**config.mk**
```make
export PLATFORM = sky130hd
export DESIGN_NAME = seg_scan_ctrl
export DESIGN_NICKNAME = d
export VERILOG_FILES = /design/src/rtl/seg_scan_ctrl.sv
export SDC_FILE = /design/constraint.sdc
export NUM_CORES = 1
export LEC_CHECK = 0
export BUFFER_PORTS_ARGS = -buffer_cell sky130_fd_sc_hd__buf_4
export CORE_AREA = 2 2 94 132
export CTS_BUF_LIST = sky130_fd_sc_hd__clkbuf_4 sky130_fd_sc_hd__clkbuf_8
export DETAILED_ROUTE_END_ITERATION = 10
export DIE_AREA = 0 0 96 134
export PLACE_DENSITY_LB_ADDON = 0.3
export SYNTH_ARGS = -nofsm -noshare
export SYNTH_HDL_FRONTEND = slang
export SYNTH_SLANG_ARGS = --single-unit
export TNS_END_PERCENT = 30
```
**constraint.sdc**
```tcl
create_clock -name clk -period 8 [get_ports clk]
set_input_delay 1.2 -clock clk [delete_from_list [all_inputs] [get_ports clk]]
set_output_delay 1.2 -clock clk [all_outputs]
set_load 0.01 [all_outputs]
```
**src/rtl/seg_scan_ctrl.sv**
```systemverilog
// seg_scan_ctrl - time-multiplexed 7-segment scan controller.
//
// Scans NUM_DIGITS common-driven digits one slot at a time. Each slot lasts SCAN_DIV clocks.
// The first BLANK_CYC clocks of every slot are dead time with com/seg forced low, which stops
// ghosting when the digit changes. Display words arrive over a valid/ready handshake into a
// one-entry pending buffer. That buffer is copied into the shadow register only at the frame
// wrap, so a frame never shows a mix of old and new digits.
//
// Build option: define LZ_BLANK_EN to enable leading-zero suppression. A zero digit shows no
// segments when all higher digits are suppressed zeros too; digit 0 is never suppressed, and
// dp and com are unaffected.
//
// Ports:
//   clk        system clock
//   rst        asynchronous, active-high reset
//   en         scan enable; low blanks the display and freezes div/idx
//   data_in    4-bit code per digit, digit i at [4i+3:4i], digit 0 rightmost
//   dp_in      decimal point per digit, captured with data_in
//   data_valid data_in/dp_in valid
//   data_ready pending buffer empty, a word can be accepted
//   com        one-hot digit enables, active-high (registered)
//   seg        segments a..g in bits 0..6, dp in bit 7, active-high (registered)
//   frame_done one-cycle pulse on the cycle after each frame wrap (registered)
module seg_scan_ctrl #(
    parameter int unsigned NUM_DIGITS = 6,
    parameter int unsigned SCAN_DIV   = 1000,
    parameter int unsigned BLANK_CYC  = 16
) (
    input  logic                    clk,
    input  logic                    rst,
    input  logic                    en,
    input  logic [4*NUM_DIGITS-1:0] data_in,
    input  logic [NUM_DIGITS-1:0]   dp_in,
    input  logic                    data_valid,
    output logic                    data_ready,
    output logic [NUM_DIGITS-1:0]   com,
    output logic [7:0]              seg,
    output logic                    frame_done
);

    localparam int unsigned IdxW = $clog2(NUM_DIGITS);
    localparam int unsigned DivW = $clog2(SCAN_DIV);

    localparam logic [DivW-1:0] DivLast  = DivW'(SCAN_DIV - 1);
    localparam logic [IdxW-1:0] IdxLast  = IdxW'(NUM_DIGITS - 1);
    localparam logic [DivW-1:0] BlankEnd = DivW'(BLANK_CYC);

    typedef enum logic {StBlank, StDrive} state_e;

    state_e                  state_q, state_d;
    logic [DivW-1:0]         div_q, div_d, div_cur;
    logic [IdxW-1:0]         idx_q, idx_d;
    logic                    rearm_q, rearm_d;
    logic [4*NUM_DIGITS-1:0] pend_data_q, pend_data_d;
    logic [NUM_DIGITS-1:0]   pend_dp_q, pend_dp_d;
    logic                    pend_full_q, pend_full_d;
    logic [4*NUM_DIGITS-1:0] shadow_data_q, shadow_data_d;
    logic [NUM_DIGITS-1:0]   shadow_dp_q, shadow_dp_d;
    logic [NUM_DIGITS-1:0]   com_q, com_d;
    logic [7:0]              seg_q, seg_d;
    logic                    frame_done_q, frame_done_d;
    logic                    frame_wrap;
    logic [NUM_DIGITS-1:0]   sup;
    logic [3:0]              cur_code;
    logic                    cur_dp;
    logic                    cur_sup;

    function automatic logic [6:0] decode(input logic [3:0] code);
        logic [6:0] s;
        case (code)
            4'h0: s = 7'h3F;
            4'h1: s = 7'h06;
            4'h2: s = 7'h5B;
            4'h3: s = 7'h4F;
            4'h4: s = 7'h66;
            4'h5: s = 7'h6D;
            4'h6: s = 7'h7D;
            4'h7: s = 7'h07;
            4'h8: s = 7'h7F;
            4'h9: s = 7'h6F;
            4'hA: s = 7'h77;
            4'hB: s = 7'h7C;
            4'hC: s = 7'h39;
            4'hD: s = 7'h5E;
            4'hE: s = 7'h79;
            default: s = 7'h71;
        endcase
        return s;
    endfunction

    // While en is low div holds its value, but the slot must restart from a full blank when
    // scanning resumes; rearm_q makes the divider read as zero on that first enabled cycle.
    assign div_cur    = rearm_q ? '0 : div_q;
    assign frame_wrap = en && (div_cur == DivLast) && (idx_q == IdxLast);

    always_comb begin
        div_d   = div_q;
        idx_d   = idx_q;
        rearm_d = rearm_q;
        if (!en) begin
            rearm_d = 1'b1;
        end else begin
            rearm_d = 1'b0;
            if (div_cur == DivLast) begin
                div_d = '0;
                idx_d = (idx_q == IdxLast) ? '0 : idx_q + IdxW'(1);
            end else begin
                div_d = div_cur + DivW'(1);
            end
        end
    end

    // FSM: state register. state_q always matches the phase of the effective divider.
    always_ff @(posedge clk or posedge rst) begin
        if (rst) begin
            state_q <= StBlank;
        end else begin
            state_q <= state_d;
        end
    end

    // FSM: next state. A disabled cycle leads to a restart at div 0, which is blank.
    always_comb begin
        state_d = StBlank;
        if (en && (div_d >= BlankEnd)) begin
            state_d = StDrive;
        end
    end

`ifdef LZ_BLANK_EN
    always_comb begin
        logic run;
        run = 1'b1;
        sup = '0;
        for (int i = NUM_DIGITS - 1; i >= 1; i--) begin
            run    = run && (shadow_data_q[4*i +: 4] == 4'h0);
            sup[i] = run;
        end
    end
`else
    assign sup = '0;
`endif

    always_comb begin
        cur_code = 4'h0;
        cur_dp   = 1'b0;
        cur_sup  = 1'b0;
        for (int i = 0; i < NUM_DIGITS; i++) begin
            if (idx_q == IdxW'(i)) begin
                cur_code = shadow_data_q[4*i +: 4];
                cur_dp   = shadow_dp_q[i];
                cur_sup  = sup[i];
            end
        end
    end

    // FSM: outputs, registered one cycle behind div/idx.
    always_comb begin
        com_d        = '0;
        seg_d        = '0;
        frame_done_d = frame_wrap;
        if (en && (state_q == StDrive)) begin
            com_d = NUM_DIGITS'(1) << idx_q;
            seg_d = {cur_dp, cur_sup ? 7'h00 : decode(cur_code)};
        end
    end

    // Pending buffer and shadow. Acceptance requires an empty buffer, so it can never collide
    // with the wrap-time transfer of a full one.
    always_comb begin
        pend_data_d   = pend_data_q;
        pend_dp_d     = pend_dp_q;
        pend_full_d   = pend_full_q;
        shadow_data_d = shadow_data_q;
        shadow_dp_d   = shadow_dp_q;
        if (frame_wrap && pend_full_q) begin
            shadow_data_d = pend_data_q;
            shadow_dp_d   = pend_dp_q;
            pend_full_d   = 1'b0;
        end
        if (data_valid && !pend_full_q) begin
            pend_data_d = data_in;
            pend_dp_d   = dp_in;
            pend_full_d = 1'b1;
        end
    end

    always_ff @(posedge clk or posedge rst) begin
        if (rst) begin
            div_q         <= '0;
            idx_q         <= '0;
            rearm_q       <= 1'b0;
            pend_data_q   <= '0;
            pend_dp_q     <= '0;
            pend_full_q   <= 1'b0;
            shadow_data_q <= '0;
            shadow_dp_q   <= '0;
            com_q         <= '0;
            seg_q         <= '0;
            frame_done_q  <= 1'b0;
        end else begin
            div_q         <= div_d;
            idx_q         <= idx_d;
            rearm_q       <= rearm_d;
            pend_data_q   <= pend_data_d;
            pend_dp_q     <= pend_dp_d;
            pend_full_q   <= pend_full_d;
            shadow_data_q <= shadow_data_d;
            shadow_dp_q   <= shadow_dp_d;
            com_q         <= com_d;
            seg_q         <= seg_d;
            frame_done_q  <= frame_done_d;
        end
    end

    assign data_ready = !pend_full_q;
    assign com        = com_q;
    assign seg        = seg_q;
    assign frame_done = frame_done_q;

endmodule

```
; Word level (Yosys, flattened, before mapping)
; Memories as Yosys holds them, arrays and structs flattened.
; Cells that the tools add are included.
; W data, S select, Z words.
[word_totals]
reg_bits = 91
mem_bits_ro = 112
wordCells = 55
mem_count = 1
[mem_list]
columns = name, depth, word_bits, rd, rd_ports_with_merged_regs, wr, line
row1 = (name not given), 16, 7, 1, 0, 0, 70  ; case (code)
[op_classes]
add_sub_neg = 2
magnitude_cmp = 1
eq_ne = 6
shifts = 1
n_mux = 22
n_reduce_logical = 10
[ops]
columns = op, count
row1 = $mux W10, 3
row2 = $mux W4, 6
row3 = $add A10 B1 Y10 const B, 1
row4 = $eq A10 B10 Y1 const B, 1
row5 = $ge A10 B5 Y1 const B, 1
row6 = $mux W1, 10
row7 = $mux W8, 1
row8 = $eq A3 B2 Y1 const B, 2
row9 = $eq A3 B3 Y1 const B, 2
row10 = $logic_and A1 B1 Y1, 6
row11 = $mux W6, 1
row12 = $shl A1 B3 Y6 const A, 1
row13 = $add A3 B1 Y3 const B, 1
row14 = $eq A3 B1 Y1 const B, 1
row15 = $logic_not A3 Y1, 1
row16 = $mux W3, 1
row17 = $reduce_and A2 Y1, 1
row18 = $reduce_bool A2 Y1, 1
row19 = $logic_not A1 Y1, 1

; Longest topological paths before layout
; An unclocked memory read counts as a cell.
[depth]
ltp_word = 9
mapped_depth = 13
mapped_depth_nobuf = 10

; Worst setup path before layout
; OpenSTA, ideal clock, no wires.
[synth_path]
path_type = reg2reg
startpoint = register idx_q[1]
endpoint = register seg_q[3], in the netlist seg[3]
setup_ps = 73
t_arrival_ps = 2603
slack_ps = 5325
stages_incl_launch_ff = 12
n_path_buf = 3
cell_sequence = dfrtp_1 > buf_6 > buf_2 > and2_1 > ha_1 > buf_2 > a211o_1 > a221o_1 > ha_1 > inv_1 > mux4_2 > nor2_1
[synth_via]
elab_chain_len = 9
[synth_rtl]
columns = element, line
row1 = start: declaration, 52  ; logic [IdxW-1:0] idx_q, idx_d;
row2 = start signal: assignment, 203  ; idx_q <= idx_d;
row3 = $logic_not A3 Y1, 149  ; if (idx_q == IdxW'(i)) begin
row4 = $mux W4 (5 in a row), 149
row5 = $mux W4 *, 149
row6 = $mem_v2 Z16 W7 *, -
row7 = $mux W8 *, 162  ; if (en && (state_q == StDrive)) begin
row8 = net seg_d[3], 60  ; logic [7:0] seg_q, seg_d;
row9 = end signal: assignment, 211  ; seg_q <= seg_d;
row10 = end: declaration, 60
; The timed path passes the listed nets; every way through them passes the cells marked *.
; A chain may end at the register's enable or synchronous reset.

; Worst setup path in the final report
[layout_path]
startpoint = register idx_q[0]
endpoint = register seg_q[3], in the netlist seg[3]
; Same word-level chain as after synthesis.

==> summary.txt <==
Syn. warnings -> 0
Peak supply drop -> 0.0746 mV
Via count -> 2,825
CP Capture Point -> seg[3]
First-pass GRT wire length -> 13.9 mm
Gr usage total -> 0.141
Global route overflow -> 0
EDFF count, synth -> 0
Final worst-path cycle share -> 0.396
Die height -> 134 um
1st-iter DRT viols -> 110
Crit path kind -> register to register
CORE AREA -> 11,700 um2
Largest net degree at the start of global routing -> 92
Final Hold Viols -> 0
H-Tree Depth -> 3
Multi-input gate area -> 1810 um2
Startpoint types -> register
Pre-CTS WS -> 4850 ps
Post-DP Area -> 4710 um2
Most common cell after layout, fill and taps aside -> dfrtp_1
Req. time, crit path -> 8290 ps
RSZ-0062 raised after global routing -> false
Vias in the first global route -> 2,850
Synth Instances -> 342
Measured slew at the worst slew-check pin -> 1110 ps
Routed WL -> 8.40 mm
Slew Viols, Final -> 0
LEAKAGE -> 2.29 nW
Io pins -> 50
Placer congestion estimate -> 0.835
Final setup violating endpoints -> 0
GRT met2 Usage -> 0.223
Max Cap Viol -> 0
Initial antenna violation count -> 0
Slowest CP cell -> dfrtp_1
Share of layout cells above drive strength 1 -> 0.362
Synth-to-Final Area Change -> 15.8%
Starting density of the core -> 0.362
Gr busiest metal -> met2
Flops & latches, synth -> 91
Mapped Area -> 4230 um2
Post-CTS Hold Buffers -> 0
Seq/Total Area, Yosys -> 0.538
CTS buffer count -> 9
Highest clock rate -> 316 MHz
Rel. slew slack -> 0.258
WHS -> 496 ps
Chip width -> 96 um
Row Count -> 47
Final Cell Area -> 4900 um2
DRC violations left -> 0
Clock latency on the worst-skew pair -> 370 ps
Crit-path cells -> and2_1, ha_1, inv_1, a31oi_1, inv_1, ha_1, mux4_2, nor2_1
Postcts setup bufs -> 0
Outcome -> completed
Die area -> 12,900 um2
Drt wl/cell -> 15.6 um
Tmin final -> 3170 ps
Power, Total -> 843 uW
Fin Clk Skew -> 10.9 ps
# diodes -> 0
Reg2reg end -> seg[3]
Worst r2r src -> idx_q[0]
Most frequent cells in the layout -> dfrtp_1, mux2_2, buf_4
Post-DP HPWL -> 5.81 mm
CP startpoint -> idx_q[0]
Layout fillers -> 1,125
Reg clk slew, reported paths -> 80 ps
CP arrival -> 3460 ps
CTS tree -> built
Syn nets -> 384
Hold Crit Class -> register to register
Nets@finish -> 428
R2r worst-path depth -> 8
Main flop type after synthesis -> dfrtp_1
Clock sinks -> 91
Worst Setup End Kind -> register
Distinct cells, synth -> 60
Clk root buf -> clkbuf_8
Drt via density -> 5.26
Slack of the critical path -> 4830 ps
Setup TNS -> 0 ps
Crit-path max FO -> 17
Avg Cell Area, Syn -> 12.4 um2
Post-cts resize count -> 0
Max clock buf depth -> 2
R2R setup slack -> 4830 ps
1st-pass router iterations -> 6
GR Util met3 -> 0.0281
Met1 Use GR -> 0.175
Slowest stage delay, CP -> 750 ps
Share of flip-flops with an asynchronous set or reset -> 1.00
Pwr per Cell Area -> 172 nW/um2
I/O Buffers -> 49
Register area -> 2280 um2
Routed Antenna Nets -> 0
[worst max-delay path: cells and delay by family, from the launching register on]
kind / cells / cell delay [ps]
DFF: 1 / 750
adders and majority gates: 2 / 730
AOI/OAI and AO/OA: 1 / 520
muxes: 1 / 460
buffers and inverters: 2 / 320
and+or+nand+nor: 2 / 310
[stage by stage]
| stage | util | instances |
|---|---|---|
| floorplan | - | 342 |
| global placement | 0.403 | 522 |
| detailed placement | 0.403 | 522 |
| CTS | 0.419 | 537 |
| global route | 0.419 | 537 |
| finish | 0.419 | 537 |
[cell type report]
cell class | count | area share
Timing Repair Buffer | 52 | 0.0796
Clock buffer | 11 | 0.0283
Multi-Input combinational cell | 220 | 0.370
Tap cell | 147 | 0.0375
Inverter | 12 | 0.00944
Clock inverter | 4 | 0.0107
Sequential cell | 91 | 0.465
[cells by family after synthesis]
| kind of cell | count (synthesis) | synth area share |
|---|---|---|
| DFF | 91 | 0.538 |
| and+or+nand+nor | 78 | 0.105 |
| muxes | 71 | 0.190 |
| AOI/OAI and AO/OA | 60 | 0.103 |
| buffers and inverters | 31 | 0.0343 |
| adders and majority gates | 8 | 0.0236 |
| xor gates and xnor gates | 3 | 0.00621 |
[layer usage]
metal	share of wire	vias to the layer above	wire length, um
li1	-	1338	-
met1	0.41	1399	3480
met2	0.50	71	4240
met3	0.048	17	407
met4	0.033	0	279
met5	0	-	0
[cell usage after synthesis (all sizes together) (2+ instances only)]
cell type,number,area [um2]
nor3,13,65.1
nor2b,4,25.0
a31oi,3,18.8
nand4b,3,26.3
o41ai,2,17.5
nand2,18,67.6
o31ai,3,22.5
o21a,3,22.5
dfrtp,91,2280
nor3b,3,22.5
clkbuf,7,26.3
a21oi,8,40.0
a311oi,3,26.3
o21bai,3,22.5
nand4,2,12.5
a221o,2,20.0
and2,4,25.0
ha,8,100
mux2,65,732
nand2b,4,32.5
buf,12,73.8
o21ai,16,80.1
inv,12,45.0
a211oi,2,20.0
a22o,2,17.5
o2bb2ai,3,26.3
a221oi,3,32.5
nand3,4,20.0
xnor2,2,17.5
nor2,10,45.0
mux2i,5,50.1
nor4,4,31.3
[sequential cells by signal (all words and copies together) (netlist names)]
register	count
com	6
div_q	10
frame_done	1
idx_q	3
pend_data_q	24
pend_dp_q	6
pend_full_q	1
rearm_q	1
seg	8
shadow_data_q	24
shadow_dp_q	6
state_q	1
[worst min path at each step]
stage	from	end	slack [ps]	cells after the start
floorplan	pend_data_q[13]	shadow_data_q[13]	450	1
global placement	pend_data_q[13]	shadow_data_q[13]	480	1
detailed placement	pend_data_q[13]	shadow_data_q[13]	480	1
CTS	pend_data_q[13]	shadow_data_q[13]	500	1
global route	shadow_data_q[22]	shadow_data_q[22]	520	1
finish	pend_data_q[13]	shadow_data_q[13]	500	1
[where the power goes]
group	internal [mW]	total (mW)	switching, mW
logic	0.0267	0.0512	0.0245
clock network	0.150	0.307	0.157
registers	0.474	0.484	0.0102
Note: power is estimated with default switching activity, not from simulation.
